## config.mk

```make
export PLATFORM = sky130hd
export DESIGN_NAME = mat_mult_cfg
export DESIGN_NICKNAME = d
export VERILOG_FILES = /design/src/rtl/mat_mult_cfg.sv
export SDC_FILE = /design/constraint.sdc
export NUM_CORES = 1
export LEC_CHECK = 0
export ABC_CLOCK_PERIOD_IN_PS = 7500
export BUFFER_PORTS_ARGS = -buffer_cell sky130_fd_sc_hd__buf_2
export CAP_MARGIN = 30
export CORE_MARGIN = 2
export CORE_UTILIZATION = 60
export DETAILED_ROUTE_END_ITERATION = 6
export GPL_ROUTABILITY_DRIVEN = 0
export GPL_TIMING_DRIVEN = 0
export PLACE_DENSITY = 0.91
export REMOVE_ABC_BUFFERS = 1
export SYNTH_ARGS = -nofsm -noshare
export SYNTH_HDL_FRONTEND = slang
export SYNTH_SLANG_ARGS = --single-unit
export TNS_END_PERCENT = 20
```

## constraint.sdc

```tcl
create_clock -name clk -period 7.5 [get_ports clk]
set_clock_uncertainty 0.15 [all_clocks]
set_input_delay 1.125 -clock clk [delete_from_list [all_inputs] [get_ports clk]]
set_output_delay 1.125 -clock clk [all_outputs]
set_load 0.1 [all_outputs]
```

## src/rtl/mat_mult_cfg.sv

```systemverilog
// Run-time configurable signed matrix multiplier C = A x B (optionally C += A x B)
// with ReLU and saturate/wrap post-processing, driving three async-read SRAMs.
module mat_mult_cfg #(
    parameter int MAX_M  = 16,
    parameter int MAX_K  = 64,
    parameter int MAX_N  = 32,
    parameter int DATA_W = 16,
    parameter int ACC_W  = 40,
    parameter int OUT_W  = 32,
    parameter int AW_A   = $clog2(MAX_M * MAX_K),
    parameter int AW_B   = $clog2(MAX_K * MAX_N),
    parameter int AW_C   = $clog2(MAX_M * MAX_N)
) (
    input  logic                                clk,
    input  logic                                reset_n,
    input  logic                                start,
    input  logic [$clog2(MAX_M+1)-1:0]          cfg_m,
    input  logic [$clog2(MAX_K+1)-1:0]          cfg_k,
    input  logic [$clog2(MAX_N+1)-1:0]          cfg_n,
    input  logic                                cfg_acc,
    input  logic                                cfg_relu,
    input  logic                                cfg_sat,
    output logic [AW_A-1:0]                     addr_a,
    input  logic signed [DATA_W-1:0]            data_a,
    output logic [AW_B-1:0]                     addr_b,
    input  logic signed [DATA_W-1:0]            data_b,
    output logic [AW_C-1:0]                     addr_c,
    input  logic signed [OUT_W-1:0]             data_c_rd,
    output logic signed [OUT_W-1:0]             data_c,
    output logic                                we_c,
    output logic                                busy,
    output logic                                done,
    output logic                                err
);
    localparam int MW = $clog2(MAX_M + 1);
    localparam int KW = $clog2(MAX_K + 1);
    localparam int NW = $clog2(MAX_N + 1);
    localparam logic [MW-1:0] M_LIM = MW'(MAX_M);
    localparam logic [KW-1:0] K_LIM = KW'(MAX_K);
    localparam logic [NW-1:0] N_LIM = NW'(MAX_N);

    typedef enum logic [2:0] {IDLE, CHECK, MAC, WRITE, DONE, ERR} state_t;

    state_t state, state_nx;

    logic [MW-1:0]            m_r, i_r;
    logic [KW-1:0]            k_r, k_cnt;
    logic [NW-1:0]            n_r, j_r;
    logic                     acc_en, relu_en, sat_en;
    logic [AW_A-1:0]          a_base;
    logic signed [ACC_W-1:0]  acc;
    logic signed [2*DATA_W-1:0] prod;
    logic signed [ACC_W-1:0]  sum, relu_v;
    logic                     last_k, last_j, last_i, cfg_bad;
    logic                     pos_ovf, neg_ovf;
    logic signed [OUT_W-1:0]  result;

    assign last_k  = (k_cnt == k_r - 1'b1);
    assign last_j  = (j_r == n_r - 1'b1);
    assign last_i  = (i_r == m_r - 1'b1);
    assign cfg_bad = (m_r == '0) || (m_r > M_LIM) || (k_r == '0) || (k_r > K_LIM) ||
                     (n_r == '0) || (n_r > N_LIM);

    always_ff @(posedge clk or negedge reset_n) begin
        if (!reset_n) state <= IDLE;
        else          state <= state_nx;
    end

    always_comb begin
        state_nx = state;
        case (state)
            IDLE:    if (start) state_nx = CHECK;
            CHECK:   state_nx = cfg_bad ? ERR : MAC;
            MAC:     if (last_k) state_nx = WRITE;
            WRITE:   state_nx = (last_i && last_j) ? DONE : MAC;
            DONE:    state_nx = IDLE;
            ERR:     state_nx = IDLE;
            default: state_nx = IDLE;
        endcase
    end

    // Addresses are kept as running registers so no multiplier sits on the SRAM address path.
    always_ff @(posedge clk or negedge reset_n) begin
        if (!reset_n) begin
            m_r     <= '0;
            k_r     <= '0;
            n_r     <= '0;
            acc_en  <= 1'b0;
            relu_en <= 1'b0;
            sat_en  <= 1'b0;
            i_r     <= '0;
            j_r     <= '0;
            k_cnt   <= '0;
            acc     <= '0;
            a_base  <= '0;
            addr_a  <= '0;
            addr_b  <= '0;
            addr_c  <= '0;
        end else begin
            case (state)
                IDLE: begin
                    if (start) begin
                        m_r     <= cfg_m;
                        k_r     <= cfg_k;
                        n_r     <= cfg_n;
                        acc_en  <= cfg_acc;
                        relu_en <= cfg_relu;
                        sat_en  <= cfg_sat;
                    end
                end
                CHECK: begin
                    i_r    <= '0;
                    j_r    <= '0;
                    k_cnt  <= '0;
                    acc    <= '0;
                    a_base <= '0;
                    addr_a <= '0;
                    addr_b <= '0;
                    addr_c <= '0;
                end
                MAC: begin
                    acc <= acc + {{(ACC_W-2*DATA_W){prod[2*DATA_W-1]}}, prod};
                    if (!last_k) begin
                        k_cnt  <= k_cnt + 1'b1;
                        addr_a <= addr_a + 1'b1;
                        addr_b <= addr_b + AW_B'(n_r);
                    end
                end
                WRITE: begin
                    acc    <= '0;
                    k_cnt  <= '0;
                    addr_c <= addr_c + 1'b1;
                    if (last_j) begin
                        j_r    <= '0;
                        i_r    <= i_r + 1'b1;
                        a_base <= a_base + AW_A'(k_r);
                        addr_a <= a_base + AW_A'(k_r);
                        addr_b <= '0;
                    end else begin
                        j_r    <= j_r + 1'b1;
                        addr_a <= a_base;
                        addr_b <= AW_B'(j_r) + 1'b1;
                    end
                end
                default: ;
            endcase
        end
    end

    assign prod = data_a * data_b;

    always_comb begin
        sum     = acc + (acc_en ? {{(ACC_W-OUT_W){data_c_rd[OUT_W-1]}}, data_c_rd} : '0);
        relu_v  = (relu_en && sum[ACC_W-1]) ? '0 : sum;
        pos_ovf = !relu_v[ACC_W-1] && (|relu_v[ACC_W-2:OUT_W-1]);
        neg_ovf = relu_v[ACC_W-1] && !(&relu_v[ACC_W-2:OUT_W-1]);
        if (sat_en && pos_ovf)      result = {1'b0, {(OUT_W-1){1'b1}}};
        else if (sat_en && neg_ovf) result = {1'b1, {(OUT_W-1){1'b0}}};
        else                        result = relu_v[OUT_W-1:0];
    end

    assign busy   = (state != IDLE);
    assign done   = (state == DONE) || (state == ERR);
    assign err    = (state == ERR);
    assign we_c   = (state == WRITE);
    assign data_c = (state == WRITE) ? result : '0;

endmodule

```

==> flow_summary.yaml <==
status:
  status: "finished, violations left"
  violations: "DRC, setup timing"
floorplan:
  die-width_um: 187
  start_util: 0.605
  core_area_sq_mm: 0.0334
  rows: 67
  die_area_sq_mm: 0.0351
  ios: 154
  die_h_um: 187
synth:
  yosys-top-cells-area: "fa_1 26%, dfrtp_1 15%, ha_1 11%"
  synth-seq-area-share: 0.151
  synth-seq-cells: 122
  synth_edf_count: 0
  syn_area_per_cell_sq_um: 8.67
  synthArstFlopShare: 1.00
  netlist_instances: 2329
  synth.most_common_cell: "inv_1"
  synth_area_sq_mm: 0.0202
  synth_warnings: 0
  synth_commonest_cells: "347 x inv_1, 266 x fa_1, 263 x nand2_1"
  yosysTopAreaCellShare: 0.264
  synthFlopType: "dfrtp_1"
  synth_top_area_cell: "fa_1"
  ys_types: 65
detailed_routing:
  detail_route.wl_per_cell_um: 21.6
  drt-met1-wl_um: 21400
  drtIter0Drc: 2440
  via_per_inst: 6.41
  drc: 1
  dr_wl_met2_um: 30500
  routed_wirelength_um: 63900
  drtAntennaViolNets: 0
  route.vias.total: 18934
  routed.top_layer: "met5"
  dr_wl_met3_um: 7230
  dr.pass1.iters: 7
global_route:
  grt_max_degree: 77
  grt_pass1_vias: 19549
  grt_pass1_wl_um: 97900
  antenna_found_initial: 2
  grtUsageTotal: 0.346
  grt.overflow.total: 0
setup_path:
  cp.buffers_inverters: 4
  crit_type: "primary input to register"
  cp_common_cell: "fa_1"
  worst-path-max-fanout: 5
  start_kind: "primary input"
  cpMaxStageDelayCell: "fa_1"
  cp.required_ns: 7.67
  arrival_ns: 9.48
  endpoint_kind: "register"
  cpPeakStageDelay_ns: 0.54
  cp_top_family: "adder cells"
cells_and_area:
  layout-drive-gt1-share: 0.153
  stdcell_count: 2956
  area_growth_pct: 15.2
  final.fill_count: 2204
  nets: 3032
sta:
  finalCritPeriodShare: 1.24
  finalSetupTns_ns: -25.35
  worst_pin_slew_ns: 1.02
  setup_ws_ns: -1.81
  rsz0062_at_grt: "true"
  drv_slew: 0
  hold_violations: 0
  relSlewSlack: 0.318
  fin_crit_ns: 9.31
  fmax_mhz: 107
  setup_viol: 23
clock_tree:
  cts-root-buf: "clkbuf_16"
  cts_hold_buf: 0
  cts_tree: "yes"
  cts_sinks: 122
  clkTransAtPathRegs_ns: 0.06
  numCtsBuffers: 17
  clk_path_buf_depth: 2
  ctsHtreeMaxLevel: 4
  clock_latency_ns: 0.44
worst_hold_path:
  hp-class: "register to register"
placed_design:
  dp.cells: 2867
  io_buffer_count: 153
  dp_hpwl_um: 42300
flow_run:
  maxCapViolCount: 0
## cell families after synthesis
family	after synthesis	synth area share
DFF	122	0.151
adders and majority gates	450	0.378
buffers and inverters	418	0.0792
xor gates and xnor gates	159	0.0690
AOI/OAI and AO/OA	460	0.145
and+or+nand+nor	703	0.169
muxes	17	0.00930
## stage by stage
step / cell area (sq um) / hold WS (ns) / utilization / setup WS (ns)
after global placement: 21200 / 0.333 / 0.636 / -2.75
after CTS: 22800 / 0.365 / 0.684 / -1.33
after floorplan: 19900 / 0.319 / - / -1.58
after detailed placement: 21400 / 0.356 / 0.640 / -3.04
after global routing: 23300 / 0.379 / 0.697 / -2.02
final: 23300 / 0.372 / 0.697 / -1.81
## sequential cells by signal (all words and copies together), names as in the netlist, 6 cells and up
name,flops
addr_c,9
k_r,7
n_r,6
acc,40
j_r,6
k_cnt,7
addr_b,11
addr_a,10
a_base,10
## worst register-to-register path, cell delays in order, from the launching register on
cell      delay, ns
dfrtp_1        0.39
ha_1           0.21
inv_1          0.07
fa_1           0.40
nor2b_1        0.16
o211ai_1       0.13
a221oi_1       0.48
a21oi_2        0.17
o31ai_2        0.55
a41oi_2        0.28
nor3_2         0.25
o22ai_2        0.15
buf_4          0.16
o21ba_4        0.18
o21bai_1       0.17
xnor2_1        0.14
o21ai_1        0.08
## worst paths after layout
path / from / to / slack, ns / cells after the start
min: a_base[9]$_DFFE_PN0N_ / a_base[9]$_DFFE_PN0N_ / 0.37 / 1
min reg2reg: a_base[9]$_DFFE_PN0N_ / a_base[9]$_DFFE_PN0N_ / 0.37 / 1
max: data_b[15] / acc[39]$_DFFE_PN0P_ / -1.81 / 35
max reg2reg: acc[0]$_DFFE_PN0P_ / acc[36]$_DFFE_PN0P_ / 3.24 / 16
min in group asynchronous: reset_n / k_r[3]$_DFFE_PN0P_ / 0.47 / 1
max in group asynchronous: reset_n / acc_en$_DFFE_PN0P_ / 5.98 / 2
## layer usage
| layer | vias to the layer above | track usage |
|---|---|---|
| li1 | 7927 | - |
| met1 | 9026 | 0.417 |
| met2 | 1491 | 0.588 |
| met3 | 488 | 0.0709 |
| met4 | 2 | 0.184 |
| met5 | - | 0 |
## cell usage in the layout (no fill, tap or decap), types with 8 or more instances in the layout
cell type  Yosys  layout
a21oi_2        0      12
inv_1        347     333
nand4_1        8       8
ha_1         184     169
a21o_1        92      92
nand2_1      263     260
o21a_1        15      15
buf_2          0     125
nor2b_1       19      18
dfrtp_1      122     121
and2_4         0      16
buf_12         0      10
clkbuf_16      0      18
o21ai_1        4      10
nor3_1        31      24
buf_4          0      57
fa_1         266     259
nand3_1       38      36
a31oi_1       13      13
and2_1       160     144
ha_4           0      13
a21oi_1      118     105
buf_6          4      14
or3_1         12      11
xor2_1        62      61
nor2_1       116     114
mux2_2        14      14
inv_2          0      12
xnor2_1       97      95
o21bai_1      17      16
o21ai_0      118     107
nand2b_1      18      18
and3_1        12      11
## final cells by class
class | count | area [sq um] | share of cell area
multi-input cells | 1789 | 16100 | 0.693
flip-flops and latches | 122 | 3050 | 0.131
repair buffers | 217 | 1610 | 0.0693
inverters | 347 | 1310 | 0.0563
well taps | 448 | 561 | 0.0241
clock buffers | 19 | 453 | 0.0195
clock inverters | 13 | 155 | 0.00667
diodes | 1 | 2.50 | 0.000108
## timing repair
item                                    CTS  global route
pin swaps                                53            55
gates resized for setup                 141            66
gates cloned                              0             1
buffers inserted                         35            18
endpoints found under the setup margin   23            33
Power is not shown: default switching activity piles up to over one toggle a cycle in this logic, so the estimate is an artifact.
